## config.mk

```make
export PLATFORM = sky130hd
export DESIGN_NAME = ram_port_arbiter
export DESIGN_NICKNAME = d
export VERILOG_FILES = /design/src/rtl/ram_arb_pkg.sv /design/src/rtl/ram_port_arbiter_rr_pick3.sv /design/src/rtl/ram_port_arbiter.sv
export SDC_FILE = /design/constraint.sdc
export NUM_CORES = 1
export LEC_CHECK = 0
export ABC_AREA = 1
export BUFFER_PORTS_ARGS = -buffer_cell sky130_fd_sc_hd__buf_2
export CELL_PAD_IN_SITES_DETAIL_PLACEMENT = 0
export CELL_PAD_IN_SITES_GLOBAL_PLACEMENT = 1
export CORE_AREA = 2 2 318 320
export DETAILED_ROUTE_END_ITERATION = 8
export DIE_AREA = 0 0 320 322
export PLACE_DENSITY = 0.41
export SYNTH_ARGS = -nofsm -noshare
export SYNTH_HDL_FRONTEND = slang
export SYNTH_SLANG_ARGS = --single-unit
```

## constraint.sdc

```tcl
create_clock -name clk -period 2.4 [get_ports clk]
set_input_delay 0.6 -clock clk [delete_from_list [all_inputs] [get_ports clk]]
set_output_delay 0.6 -clock clk [all_outputs]
set_load 0.05 [all_outputs]
```

## src/rtl/ram_arb_pkg.sv

```systemverilog
// Shared types and helpers for the three-stream RAM port arbiter.
// Stream index order is pixel=0, weights=1, output=2, which is also the round-robin order.
package ram_arb_pkg;

  localparam int N_REQ = 3;

  localparam logic [1:0] IDX_PIXEL   = 2'd0;
  localparam logic [1:0] IDX_WEIGHTS = 2'd1;
  localparam logic [1:0] IDX_OUTPUT  = 2'd2;

  typedef enum logic [1:0] {
    OWN_NONE    = 2'd0,
    OWN_PIXEL   = 2'd1,
    OWN_WEIGHTS = 2'd2,
    OWN_OUTPUT  = 2'd3
  } owner_e;

  typedef enum logic [1:0] {
    TAG_NONE    = 2'd0,
    TAG_PIXEL   = 2'd1,
    TAG_WEIGHTS = 2'd2
  } tag_e;

  function automatic logic [1:0] rr_next(input logic [1:0] idx);
    return (idx == IDX_OUTPUT) ? IDX_PIXEL : idx + 2'd1;
  endfunction

  function automatic logic [N_REQ-1:0] onehot_of(input owner_e own);
    case (own)
      OWN_PIXEL:   return 3'b001;
      OWN_WEIGHTS: return 3'b010;
      OWN_OUTPUT:  return 3'b100;
      default:     return 3'b000;
    endcase
  endfunction

  function automatic owner_e owner_of(input logic [N_REQ-1:0] oh);
    if (oh[0]) return OWN_PIXEL;
    if (oh[1]) return OWN_WEIGHTS;
    if (oh[2]) return OWN_OUTPUT;
    return OWN_NONE;
  endfunction

  function automatic logic [1:0] idx_of(input logic [N_REQ-1:0] oh);
    if (oh[1]) return IDX_WEIGHTS;
    if (oh[2]) return IDX_OUTPUT;
    return IDX_PIXEL;
  endfunction

endpackage

```

## src/rtl/ram_port_arbiter_rr_pick3.sv

```systemverilog
// Combinational round-robin picker over three requesters.
// The search begins at start_i and wraps; the first requester found wins.
module rr_pick3
  import ram_arb_pkg::*;
(
  input  logic [N_REQ-1:0] req_i,
  input  logic [1:0]       start_i,
  output logic [N_REQ-1:0] win_o,
  output logic             valid_o
);

  always_comb begin : pick
    logic [1:0] idx;
    win_o   = '0;
    valid_o = 1'b0;
    idx     = start_i;
    for (int k = 0; k < N_REQ; k++) begin
      if (!valid_o && req_i[idx]) begin
        win_o[idx] = 1'b1;
        valid_o    = 1'b1;
      end
      idx = rr_next(idx);
    end
  end

endmodule

```

## src/rtl/ram_port_arbiter.sv

```systemverilog
// Round-robin arbiter with burst lock sharing one 1-cycle-latency RAM port between pixel/weights reads and output writes.
// Define RAM_ARB_WR_PRIORITY_EN to let output writes pre-empt the reads in any cycle they request.
module ram_port_arbiter
  import ram_arb_pkg::*;
#(
  parameter int AXI_WIDTH = 128,
  parameter int ADDR_W    = 28,
  parameter int MAX_BURST = 4
) (
  input  logic                   clk,
  input  logic                   rst,
  input  logic                   i_rd_pixel_req,
  input  logic [ADDR_W-1:0]      i_raddr_pixel,
  output logic                   o_rd_pixel_gnt,
  output logic                   o_rvalid_pixel,
  output logic [AXI_WIDTH-1:0]   o_rdata_pixel,
  input  logic                   i_rd_weights_req,
  input  logic [ADDR_W-1:0]      i_raddr_weights,
  output logic                   o_rd_weights_gnt,
  output logic                   o_rvalid_weights,
  output logic [AXI_WIDTH-1:0]   o_rdata_weights,
  input  logic                   i_we_output_req,
  input  logic [ADDR_W-1:0]      i_waddr_output,
  input  logic [AXI_WIDTH-1:0]   i_wdata_output,
  input  logic [AXI_WIDTH/8-1:0] i_wstrb_output,
  output logic                   o_we_output_gnt,
  output logic                   o_rd,
  output logic [ADDR_W-1:0]      o_raddr,
  input  logic [AXI_WIDTH-1:0]   i_rdata,
  output logic                   o_we,
  output logic [ADDR_W-1:0]      o_waddr,
  output logic [AXI_WIDTH-1:0]   o_wdata,
  output logic [AXI_WIDTH/8-1:0] o_wstrb
);

  localparam int              BW        = $clog2(MAX_BURST) + 1;
  localparam logic [BW-1:0]   BEAT_LAST = BW'(MAX_BURST - 1);

  owner_e           owner_q, owner_d;
  logic [BW-1:0]    beat_q, beat_d;
  logic [1:0]       last_q, last_d;
  tag_e             tag_q, tag_d;

  logic [N_REQ-1:0] req, own_oh, pick_req, pick_win, win;
  logic             pick_valid, own_req, expired, solo;

  assign req     = {i_we_output_req, i_rd_weights_req, i_rd_pixel_req};
  assign own_oh  = onehot_of(owner_q);
  assign own_req = |(req & own_oh);
  assign expired = (beat_q == BEAT_LAST);

  // The owner is always excluded from the search: it only matters when its lock ran out.
`ifdef RAM_ARB_WR_PRIORITY_EN
  assign pick_req = req & ~own_oh & 3'b011;
`else
  assign pick_req = req & ~own_oh;
`endif

  rr_pick3 u_pick (
    .req_i   (pick_req),
    .start_i (rr_next(last_q)),
    .win_o   (pick_win),
    .valid_o (pick_valid)
  );

  always_comb begin
    win  = '0;
    solo = 1'b0;
    if (!rst) begin
      if (own_req && !expired) begin
        win = own_oh;
      end else if (pick_valid) begin
        win = pick_win;
      end else if (own_req) begin
        win  = own_oh;
        solo = 1'b1;
      end
`ifdef RAM_ARB_WR_PRIORITY_EN
      if (i_we_output_req) begin
        win  = 3'b100;
        solo = 1'b0;
      end
`endif
    end
  end

  always_comb begin
    owner_d = owner_q;
    beat_d  = beat_q;
    last_d  = last_q;
    if (win == '0) begin
      owner_d = OWN_NONE;
      beat_d  = '0;
    end else if (win == own_oh) begin
      // Saturating restart also covers a priority write held past its lock.
      beat_d = (solo || expired) ? '0 : beat_q + 1'b1;
    end else begin
      owner_d = owner_of(win);
      beat_d  = '0;
      last_d  = idx_of(win);
    end
    tag_d = win[0] ? TAG_PIXEL : (win[1] ? TAG_WEIGHTS : TAG_NONE);
  end

  always_ff @(posedge clk) begin
    if (rst) begin
      owner_q <= OWN_NONE;
      beat_q  <= '0;
      last_q  <= IDX_OUTPUT;
      tag_q   <= TAG_NONE;
    end else begin
      owner_q <= owner_d;
      beat_q  <= beat_d;
      last_q  <= last_d;
      tag_q   <= tag_d;
    end
  end

  assign o_rd_pixel_gnt   = win[0];
  assign o_rd_weights_gnt = win[1];
  assign o_we_output_gnt  = win[2];

  assign o_rd    = win[0] | win[1];
  assign o_raddr = win[0] ? i_raddr_pixel : (win[1] ? i_raddr_weights : '0);
  assign o_we    = win[2];
  assign o_waddr = win[2] ? i_waddr_output : '0;
  assign o_wdata = win[2] ? i_wdata_output : '0;
  assign o_wstrb = win[2] ? i_wstrb_output : '0;

  assign o_rvalid_pixel   = !rst && (tag_q == TAG_PIXEL);
  assign o_rvalid_weights = !rst && (tag_q == TAG_WEIGHTS);
  assign o_rdata_pixel    = i_rdata;
  assign o_rdata_weights  = i_rdata;

endmodule

```

== Yosys cells after proc, flatten, opt, wreduce, memory -nomap -nowiden ==
Cells that the tools add are included.
W data, S select, Z words.

* Register bits: 9
* Output and inout bits: 463
* Logic and storage cells: 116

* $add $sub $neg: 4
* $lt $le $gt $ge: 6
* Equal/unequal tests: 10
* Multiplexer cells: 64
* Bitwise gates (word level): 8
* Reductions and logical operators: 19

{| class="wikitable"
|+ Operator list
! cell !! number
|-
| $mux W128 || 1
|-
| $mux W28 || 3
|-
| $mux W1 || 31
|-
| $mux W2 || 14
|-
| $mux W3 || 7
|-
| $mux W16 || 1
|-
| $eq A2 B2 Y1 const B || 6
|-
| $lt A2 B3 Y1 const B || 3
|-
| $pmux W3 S3 || 1
|-
| $logic_and A1 B1 Y1 || 8
|-
| $add A2 B1 Y2 const B || 3
|-
| $and A3 B3 Y3 || 2
|-
| $bmux W1 S2 || 3
|-
| $demux W1 S2 || 3
|-
| $ge A2 B1 Y1 const B || 3
|-
| $or A3 B3 Y3 || 2
|-
| $eq A2 B1 Y1 const B || 2
|-
| $logic_not A1 Y1 || 4
|-
| $reduce_or A2 Y1 || 2
|-
| $reduce_or A4 Y1 || 1
|-
| $add A3 B1 Y3 const B || 1
|-
| $eq A3 B2 Y1 const B || 1
|-
| $eq A3 B3 Y1 || 1
|-
| $logic_not A3 Y1 || 1
|-
| 6 further kinds || 7
|}

== Longest topological paths before layout ==
Gate-level depths: netlist of the first run.

* Depth in word-level cells: 29
* Depth in mapped cells: 18

== By module ==
From an unflattened synthesis of the first run, not the netlist that was laid out.

* Cells, all modules: 785
* Area total of the unflattened synthesis: 4,365.4 µm²

{| class="wikitable"
|+ By module, submodules not included
! module !! times used !! cells each !! area each (µm²)
|-
| ram_port_arbiter || 1 || 743 || 4,180.3
|-
| rr_pick3 || 1 || 42 || 185.2
|}

== Worst setup path after synthesis of the first run ==
OpenSTA, ideal clock, no wires.

* Kind: input -> output
* From: input i_we_output_req
* To: output o_wstrb[10]
* Data arrival time: 2.272 ns
* Data required time: 1.800 ns
* Setup slack: -0.472 ns
* Stages on the path: 12
* Path buffers: 2
* Path through: nand2_1 -> nor2_1 -> nor2_4 -> nand3_2 -> nand2_2 -> inv_2 -> nand2_1 -> nand2_2 -> nand2_2 -> buf_2 -> buf_2 -> nor2_1

* Word-level cells in the longest chain between the ends: 14
* Elaborated cells between the ends (all ways): 27
* Those cells by class: mux (17); bitwise (4); reduce/logical (6)

{| class="wikitable"
|+ RTL lines
! what !! line !! source
|-
| start, declared || ram_port_arbiter.sv:22 || <nowiki>input logic i_we_output_req,</nowiki>
|-
| $and A3 B3 Y3 || ram_port_arbiter.sv:56 || <nowiki>assign pick_req = req & ~own_oh;</nowiki>
|-
| $bmux W1 S2 || ram_port_arbiter_rr_pick3.sv:18 || <nowiki>if (!valid_o && req_i[idx]) begin</nowiki>
|-
| $mux W1 (not written as such) || ram_port_arbiter_rr_pick3.sv:18 ||
|-
| $mux W1 || ram_port_arbiter_rr_pick3.sv:18 ||
|-
| $logic_not A1 Y1 || ram_port_arbiter_rr_pick3.sv:18 ||
|-
| $logic_and A1 B1 Y1 || ram_port_arbiter_rr_pick3.sv:18 ||
|-
| $mux W1 || ram_port_arbiter_rr_pick3.sv:18 ||
|-
| $logic_not A1 Y1 || ram_port_arbiter_rr_pick3.sv:18 ||
|-
| $logic_and A1 B1 Y1 || ram_port_arbiter_rr_pick3.sv:18 ||
|-
| $mux W3 or $mux W1 (tied branches) || ram_port_arbiter_rr_pick3.sv:18 ||
|-
| $mux W3 || ram_port_arbiter.sv:72 || <nowiki>end else if (pick_valid) begin</nowiki>
|-
| $mux W3 * || ram_port_arbiter.sv:70 || <nowiki>if (own_req && !expired) begin</nowiki>
|-
| $mux W3 * || ram_port_arbiter.sv:69 || <nowiki>if (!rst) begin</nowiki>
|-
| $mux W16 * || ram_port_arbiter.sv:128 || <nowiki>assign o_wstrb = win[2] ? i_wstrb_output : '0;</nowiki>
|-
| end, declared || ram_port_arbiter.sv:33 || <nowiki>output logic [AXI_WIDTH/8-1:0] o_wstrb</nowiki>
|}

Mark *: on every way between the ends. The rest lies on a longest branch, timed or not. The select of a mux whose other input is x is not followed.

== Final worst setup path of the first run ==
* From: register owner_q[1]
* To: output o_wdata[111]

* Word-level cells in the longest chain between the ends: 17
* Elaborated cells between the ends (all ways): 32
* Those cells by class: eq/ne (3); mux (18); bitwise (5); reduce/logical (6)

{| class="wikitable"
|+ RTL lines
! what !! line !! source
|-
| start, declared || ram_port_arbiter.sv:39 || <nowiki>owner_e owner_q, owner_d;</nowiki>
|-
| start signal, assigned || ram_port_arbiter.sv:112 || <nowiki>owner_q <= owner_d;</nowiki>
|-
| $eq A2 B2 Y1 or $eq A2 B1 Y1 (tied branches) || ram_arb_pkg.sv:29 || <nowiki>case (own)</nowiki>
|-
| $pmux W3 S3 * || ram_arb_pkg.sv:29 ||
|-
| $not A3 Y3 || ram_port_arbiter.sv:56 ||
|-
| $and A3 B3 Y3 || ram_port_arbiter.sv:56 ||
|-
| $bmux W1 S2 || ram_port_arbiter_rr_pick3.sv:18 ||
|-
| $mux W1 (not written as such) || ram_port_arbiter_rr_pick3.sv:18 ||
|-
| $mux W1 || ram_port_arbiter_rr_pick3.sv:18 ||
|-
| $logic_not A1 Y1 || ram_port_arbiter_rr_pick3.sv:18 ||
|-
| $logic_and A1 B1 Y1 || ram_port_arbiter_rr_pick3.sv:18 ||
|-
| $mux W1 || ram_port_arbiter_rr_pick3.sv:18 ||
|-
| $logic_not A1 Y1 || ram_port_arbiter_rr_pick3.sv:18 ||
|-
| $logic_and A1 B1 Y1 || ram_port_arbiter_rr_pick3.sv:18 ||
|-
| $mux W3 or $mux W1 (tied branches) || ram_port_arbiter_rr_pick3.sv:18 ||
|-
| $mux W3 || ram_port_arbiter.sv:72 ||
|-
| $mux W3 * || ram_port_arbiter.sv:70 ||
|-
| $mux W3 * || ram_port_arbiter.sv:69 ||
|-
| $mux W128 * || ram_port_arbiter.sv:127 || <nowiki>assign o_wdata = win[2] ? i_wdata_output : '0;</nowiki>
|-
| end, declared || ram_port_arbiter.sv:32 || <nowiki>output logic [AXI_WIDTH-1:0] o_wdata,</nowiki>
|}

Marked as above.

==> results of run 1 <==
cells by family after synthesis:
| family | Yosys count | share of synthesized area |
|---|---|---|
| compound gates | 32 | 0.06398 |
| fa+ha+maj | 2 | 0.005763 |
| buf+inv | 479 | 0.6504 |
| flops | 9 | 0.04150 |
| simple gates | 251 | 0.2383 |
critical path: cells and delay by family (launching register included):
kind | cells | cell delay, ps
buffers and inverters | 7 | 850
flip-flops | 1 | 370
AND/OR/NAND/NOR | 9 | 850
layer usage:
layer	vias up	wire length, um	global-route usage
li1	2449	-	-
met5	-	197	0.01371
met3	47	5038	0.04049
met2	596	14510	0.08643
met1	2322	9315	0.04506
met4	8	656	0.007616
cell usage in the layout (no fill, tap or decap), types with 10 or more instances in the layout:
master	n
a22o_4	19
buf_12	27
buf_2	232
buf_4	61
buf_6	172
buf_8	27
clkbuf_16	10
inv_1	183
nand2_1	22
nand3_1	11
nor2_1	52
nor2_2	29
nor2_4	105
how the worst max path moves through the flow:
stage / endpoint / slack, ps / cells after the start
after detailed placement: o_wdata[84] / -870 / 15
after floorplan: o_wdata[10] / -420 / 13
final: o_wdata[111] / -540 / 16
after CTS: o_wdata[111] / -560 / 16
after global routing: o_wdata[19] / -670 / 15
after global placement: o_wdata[84] / -880 / 15
sequential cells by signal, summed over array words and instances, names as in the netlist:
signal / flops
beat_q: 3
tag_q: 2
last_q: 2
owner_q: 2
layout make-up:
class                   count  area (um^2)
repair buffers            533         4870
flip-flops and latches      9        195.2
fillers                 11580        89480
well taps                1298         1624
clock buffers               4        78.83
multi-input cells         285         2549
inverters                 196        769.5
where the power goes:
part           internal, uW  switching, uW
registers               201           60.1
logic                  2010           2810
clock network           222           73.1
total                  2440           2950
through the flow:
stage          TNS (ps)  instance area (um^2)
2_1_floorplan    -51390                  5172
3_3_place_gp    -112340                  7640
3_5_place_dp    -110290                  7640
4_1_cts          -92610                  8872
5_1_grt         -121500                 10090
6_report         -92650                 10090
timing repair:
action	CTS	global route
gates resized for setup	333	282
pin swaps	14	12
setup endpoints to repair	210	210
setup buffers	8	18
cloned	3	8
==> impl_metrics.tcl, run 1 <==
set metrics [dict create \
    outcome "finished with violations" \
    violations "setup timing" \
    ctsHoldBuffers 0 \
    p_total_uw 5381 \
    synth_common_cells "buf_4 (257), inv_1 (188), nor2_1 (181)" \
    r2r_start "owner_q[1]$_SDFFE_PP0P_" \
    std_cell_rows 116 \
    finalCritPeriodShare 1.225 \
    design.core.area_um2 99570 \
    start_util 0.04361 \
    slowest_delay_ps 370 \
    final-setup-viol-count 209 \
    crit_chain "inv_4 -> nand2_8 -> nand3_2 -> nand3_2 -> inv_2 -> nand3_2 -> nand2_4 -> buf_6 -> nand3_4 -> nand2_4 -> nand2_8 -> buf_12 -> buf_16 -> buf_12 -> nor2_4 -> buf_8" \
    fin_util 0.1013 \
    clock_sinks 9 \
    syn_area_um2 4342 \
    crit_start "owner_q[1]$_SDFFE_PP0P_" \
    synthFlopType "dfxtp_1" \
    seq_area_frac_synth 0.04150 \
    cts_tree "yes" \
    vias 5422 \
    first_pass_iters 4 \
    holdPathEnd "beat_q[0]$_SDFF_PP0_" \
    worst_ep_required_time_ps 1800 \
    worst_setup_path_end_kind "output pin" \
    yosysWarnings 0 \
    drtIter0Drc 108 \
    io_buffers 439 \
    fin_crit_ps 2940 \
    finalNonFillerCells 2325 \
    whs_ps 422.7 \
    clock-root-buffer "clkbuf_16" \
    dp_hpwl_mm 24.48 \
    yosys.area.top_type_share 0.4444 \
    ys_ff_latch 9 \
    grt_remaining_overflow 0 \
    max_freq_ghz 0.3402 \
    grt_pass1_vias 5236 \
    diodes 0 \
    cts_buffers 3 \
    antenna_left 0 \
    clock_insertion_delay_worst_skew_ps 230 \
    dp_cells 2286 \
    ff2ff_setup_slack_ps -50 \
    wl_per_cell_um 12.78 \
    syn_area_per_cell_um2 5.617 \
    hp-class "reg2reg" \
    synth-edff-count 0 \
    grt_pass1_wl_mm 36.33 \
    start_kind "flop" \
    synthToLayoutAreaGrowth_pct 132.3 \
    grt_max_degree 34 \
    routed_wl_mm 29.72 \
    syn_inst 773 \
    hold_viol 0 \
    cts_max_level 1 \
    r2r_end "beat_q[2]$_SDFF_PP0_" \
    die_w_um 320 \
    clkTransAtPathRegs_ps 40 \
    synth.most_common_cell "buf_4" \
    powerDensity_nw_per_um2 533.5 \
    clockBufferDepth 2 \
    cp_max_fo 8 \
    max_slew_margin 0.7735 \
    clock_skew_ps 2.945 \
    die_h_um 322 \
    leakagePower_uw 0.004884 \
    via_per_inst 2.332 \
    synth_top_area_cell "buf_4" \
    criticalPathCategory "reg2out" \
    drc 0 \
    num-nets-final 1391 \
    final_max_slew_viol_count 0 \
    critPathSlowestCell "dfxtp_4" \
    max_cap_violations 0 \
    synth_top_cells_by_area "buf_4 (44%), inv_1 (16%), nor2_1 (16%), a22o_1 (5.6%), dfxtp_1 (4.1%)" \
    drive_gt1_frac 0.7264 \
    async_flop_share 0 \
    globalRouteTotalUtil 0.04989 \
    pre_cts_ws_ps -872.7 \
    dieArea_um2 103000 \
    io_pins 824 \
    critPathArrivalTime_ps 2340 \
    rsz0062_at_grt "true" \
    min_path_cells 1 \
    synth_cell_type_count 22 \
    synth_nets 1136 \
    ir_worst_vdd_mv 0.3075 \
    r2r_cells 19 \
    fin_ws_ps -539.6 \
    antenna_found_initial 7 \
    hold_start "beat_q[0]$_SDFF_PP0_" \
    globalplace.congestion 0.7128 \
    path_common_cell "nand3_2" \
    tightest_slew_ps 342.1 \
]
(Power assumes the default switching activity.)
==> run 2, diff against run 1 <==
- CORE_AREA: 2 2 318 320 -> 2 2 322 324
- DIE_AREA: 0 0 320 322 -> 0 0 324 326
- MAX_ROUTING_LAYER: unset -> met4
- PLACE_DENSITY: 0.41 -> 0.4
- SYNTH_HIERARCHICAL: unset -> 1
- clock period: 2.4 -> 2.9 ns (I/O delays scaled with it)
==> impl_metrics.tcl, run 2 <==
set metrics [dict create \
    synth_top_cells_by_area "buf_4 (44%), inv_1 (17%), nor2_1 (17%), a22o_1 (5.6%), dfxtp_1 (4.1%)" \
    synth_nets 1148 \
    yosys.area.top_type_share 0.4420 \
    routed_wl_mm 29.02 \
    hold_start "beat_q[0]$_SDFF_PP0_" \
    first_pass_iters 4 \
    drtIter0Drc 137 \
    seq_area_frac_synth 0.04127 \
    synth_common_cells "buf_4 (257), inv_1 (197), nor2_1 (192)" \
    max_slew_margin 0.8220 \
    cts_max_level 1 \
    die_w_um 324 \
    cp_top_family "buffers and inverters" \
    design.core.area_um2 102600 \
    synthToLayoutAreaGrowth_pct 133.1 \
    antenna_found_initial 4 \
    dp_cells 2391 \
    crit_start "i_we_output_req" \
    largest_reg_flops 3 \
    syn_area_um2 4365 \
    place_area_um2 7797 \
    start_util 0.04254 \
    max_freq_ghz 0.2951 \
    cp_max_fo 11 \
    largest-register "beat_q" \
    syn_inst 785 \
    fin_util 0.09916 \
    hp-class "reg2reg" \
    criticalPathCategory "in2out" \
    outcome "finished with violations" \
    grt_remaining_overflow 0 \
    finalCritPeriodShare 1.169 \
    leakagePower_uw 0.004914 \
    mostFrequentLayoutCells "buf_2 (231), inv_1 (186), buf_6 (160), nor2_4 (102), buf_4 (62)" \
    final-setup-viol-count 205 \
    grt_pass1_wl_mm 36.67 \
    io_buffers 439 \
    drc 0 \
    ys_ff_latch 9 \
    clock_skew_ps 2.172 \
    synth_cell_type_count 25 \
    via_per_inst 2.229 \
    die_h_um 326 \
    synth.most_common_cell "buf_4" \
    worst_ep_required_time_ps 2170 \
    slowest_delay_ps 230 \
    wl_per_cell_um 11.99 \
    fin_tns_setup_ps -83220 \
    grt_pass1_vias 5300 \
    antenna_left 0 \
    violations "setup timing" \
    start_kind "input pin" \
    path_common_cell "nand2_1" \
    dieArea_um2 105600 \
    whs_ps 421.3 \
    clockBufferDepth 2 \
    rsz0062_at_grt "true" \
    vias 5395 \
    io_pins 824 \
    drive_gt1_frac 0.7303 \
    syn_area_per_cell_um2 5.561 \
    clock-root-buffer "clkbuf_16" \
    globalplace.congestion 0.7481 \
    clock_sinks 9 \
    powerDensity_nw_per_um2 1050 \
    ir_worst_vdd_mv 0.5044 \
    r2r_start "last_q[0]$_SDFFE_PP0P_" \
    tightest_slew_ps 266.7 \
    n_fill_cell 11940 \
    hold_viol 0 \
    final_max_slew_viol_count 0 \
    max_cap_violations 0 \
    path_buf_inv 8 \
    r2r_cells 21 \
    ctsHoldBuffers 0 \
    cts_buffers 3 \
    fin_crit_ps 3389 \
    synth_top_area_cell "buf_4" \
    min_path_cells 1 \
    dp_hpwl_mm 23.73 \
    crit_chain "buf_8 -> inv_4 -> nor2_4 -> inv_2 -> nand2_1 -> nand2_1 -> o211ai_1 -> inv_1 -> nand2_1 -> o21ai_1 -> nand2_1 -> nand3_4 -> buf_12 -> buf_12 -> buf_12 -> nor2_4 -> buf_6" \
    clkTransAtPathRegs_ps 40 \
    globalRouteTotalUtil 0.05042 \
    fin_ws_ps -488.8 \
    grt_max_degree 24 \
    std_cell_rows 118 \
    worst_setup_path_end_kind "output pin" \
    num-nets-final 1402 \
    finalNonFillerCells 2420 \
    yosysWarnings 6 \
    final_common_cell "buf_2" \
    synthFlopType "dfxtp_1" \
    critPathArrivalTime_ps 2660 \
    cts_tree "yes" \
    cp.depth 17 \
    clock_insertion_delay_worst_skew_ps 230 \
    synth-edff-count 0 \
    async_flop_share 0 \
    final_area_um2 10170 \
    critPathSlowestCell "o211ai_1" \
]
[run 2: changes by cell type after synthesis, sizes merged, moves of 2 or more]
cell and change:
nor2 +8, nand3 -7, o21ai +7, nand4 +5
nand2 -4, inv +3, clkbuf -2
[run 2: kinds of logic after synthesis]
logic type / synth area share
fa+ha+maj: 0.005731
compound gates: 0.07423
flops: 0.04127
buf+inv: 0.6460
simple gates: 0.2327
[run 2: layout make-up]
class / count / area [um^2] / area share
clock inverters: 1 / 5.005 / 0.0004919
multi-input cells: 295 / 2600 / 0.2555
clock buffers: 3 / 75.07 / 0.007378
diodes: 2 / 5.005 / 0.0004919
inverters: 199 / 777.0 / 0.07636
repair buffers: 531 / 4797 / 0.4715
flip-flops and latches: 9 / 188.9 / 0.01857
well taps: 1380 / 1727 / 0.1697
[run 2: through the flow]
step | setup WS (ps) | power, uW
finish | -488.8 | 10680
global route | -651.8 | 11180
CTS | -514.2 | 10060
detailed placement | -660.0 | 7918
global placement | -634.8 | 7988
floorplan | -455.6 | 6618
[run 2: final timing paths]
| path | slack [ps] | endpoint |
|---|---|---|
| setup / recovery | -490 | o_wdata[80] |
| hold / removal | 420 | beat_q[0]$_SDFF_PP0_ |
| setup reg to reg | 380 | last_q[1]$_SDFFE_PP1P_ |
| hold reg to reg | 420 | beat_q[0]$_SDFF_PP0_ |
[run 2: report_power, final]
| part | switching, uW | internal [uW] | total (uW) | leakage [uW] |
|---|---|---|---|---|
| logic | 6110 | 4120 | 10200 | 0.00480 |
| registers | 40.7 | 176 | 217 | 0.0000756 |
| clock network | 62.0 | 182 | 244 | 0.0000409 |
| total | 6210 | 4470 | 10700 | 0.00491 |
[run 2: timing repair]
action                     4_1_cts  5_1_grt
pin swaps                       29       10
setup endpoints to repair      205      205
hold endpoints to repair         0        0
resized for setup              419      219
setup buffers                   10       10
cloned                           6        1
[run 2: layer usage]
layer / share of wire / global-route usage / up-vias
met5: 0 / - / -
met4: 0.055 / 0.02516 / 0
met3: 0.14 / 0.02599 / 110
met2: 0.47 / 0.08106 / 469
met1: 0.34 / 0.04985 / 2316
li1: - / - / 2500
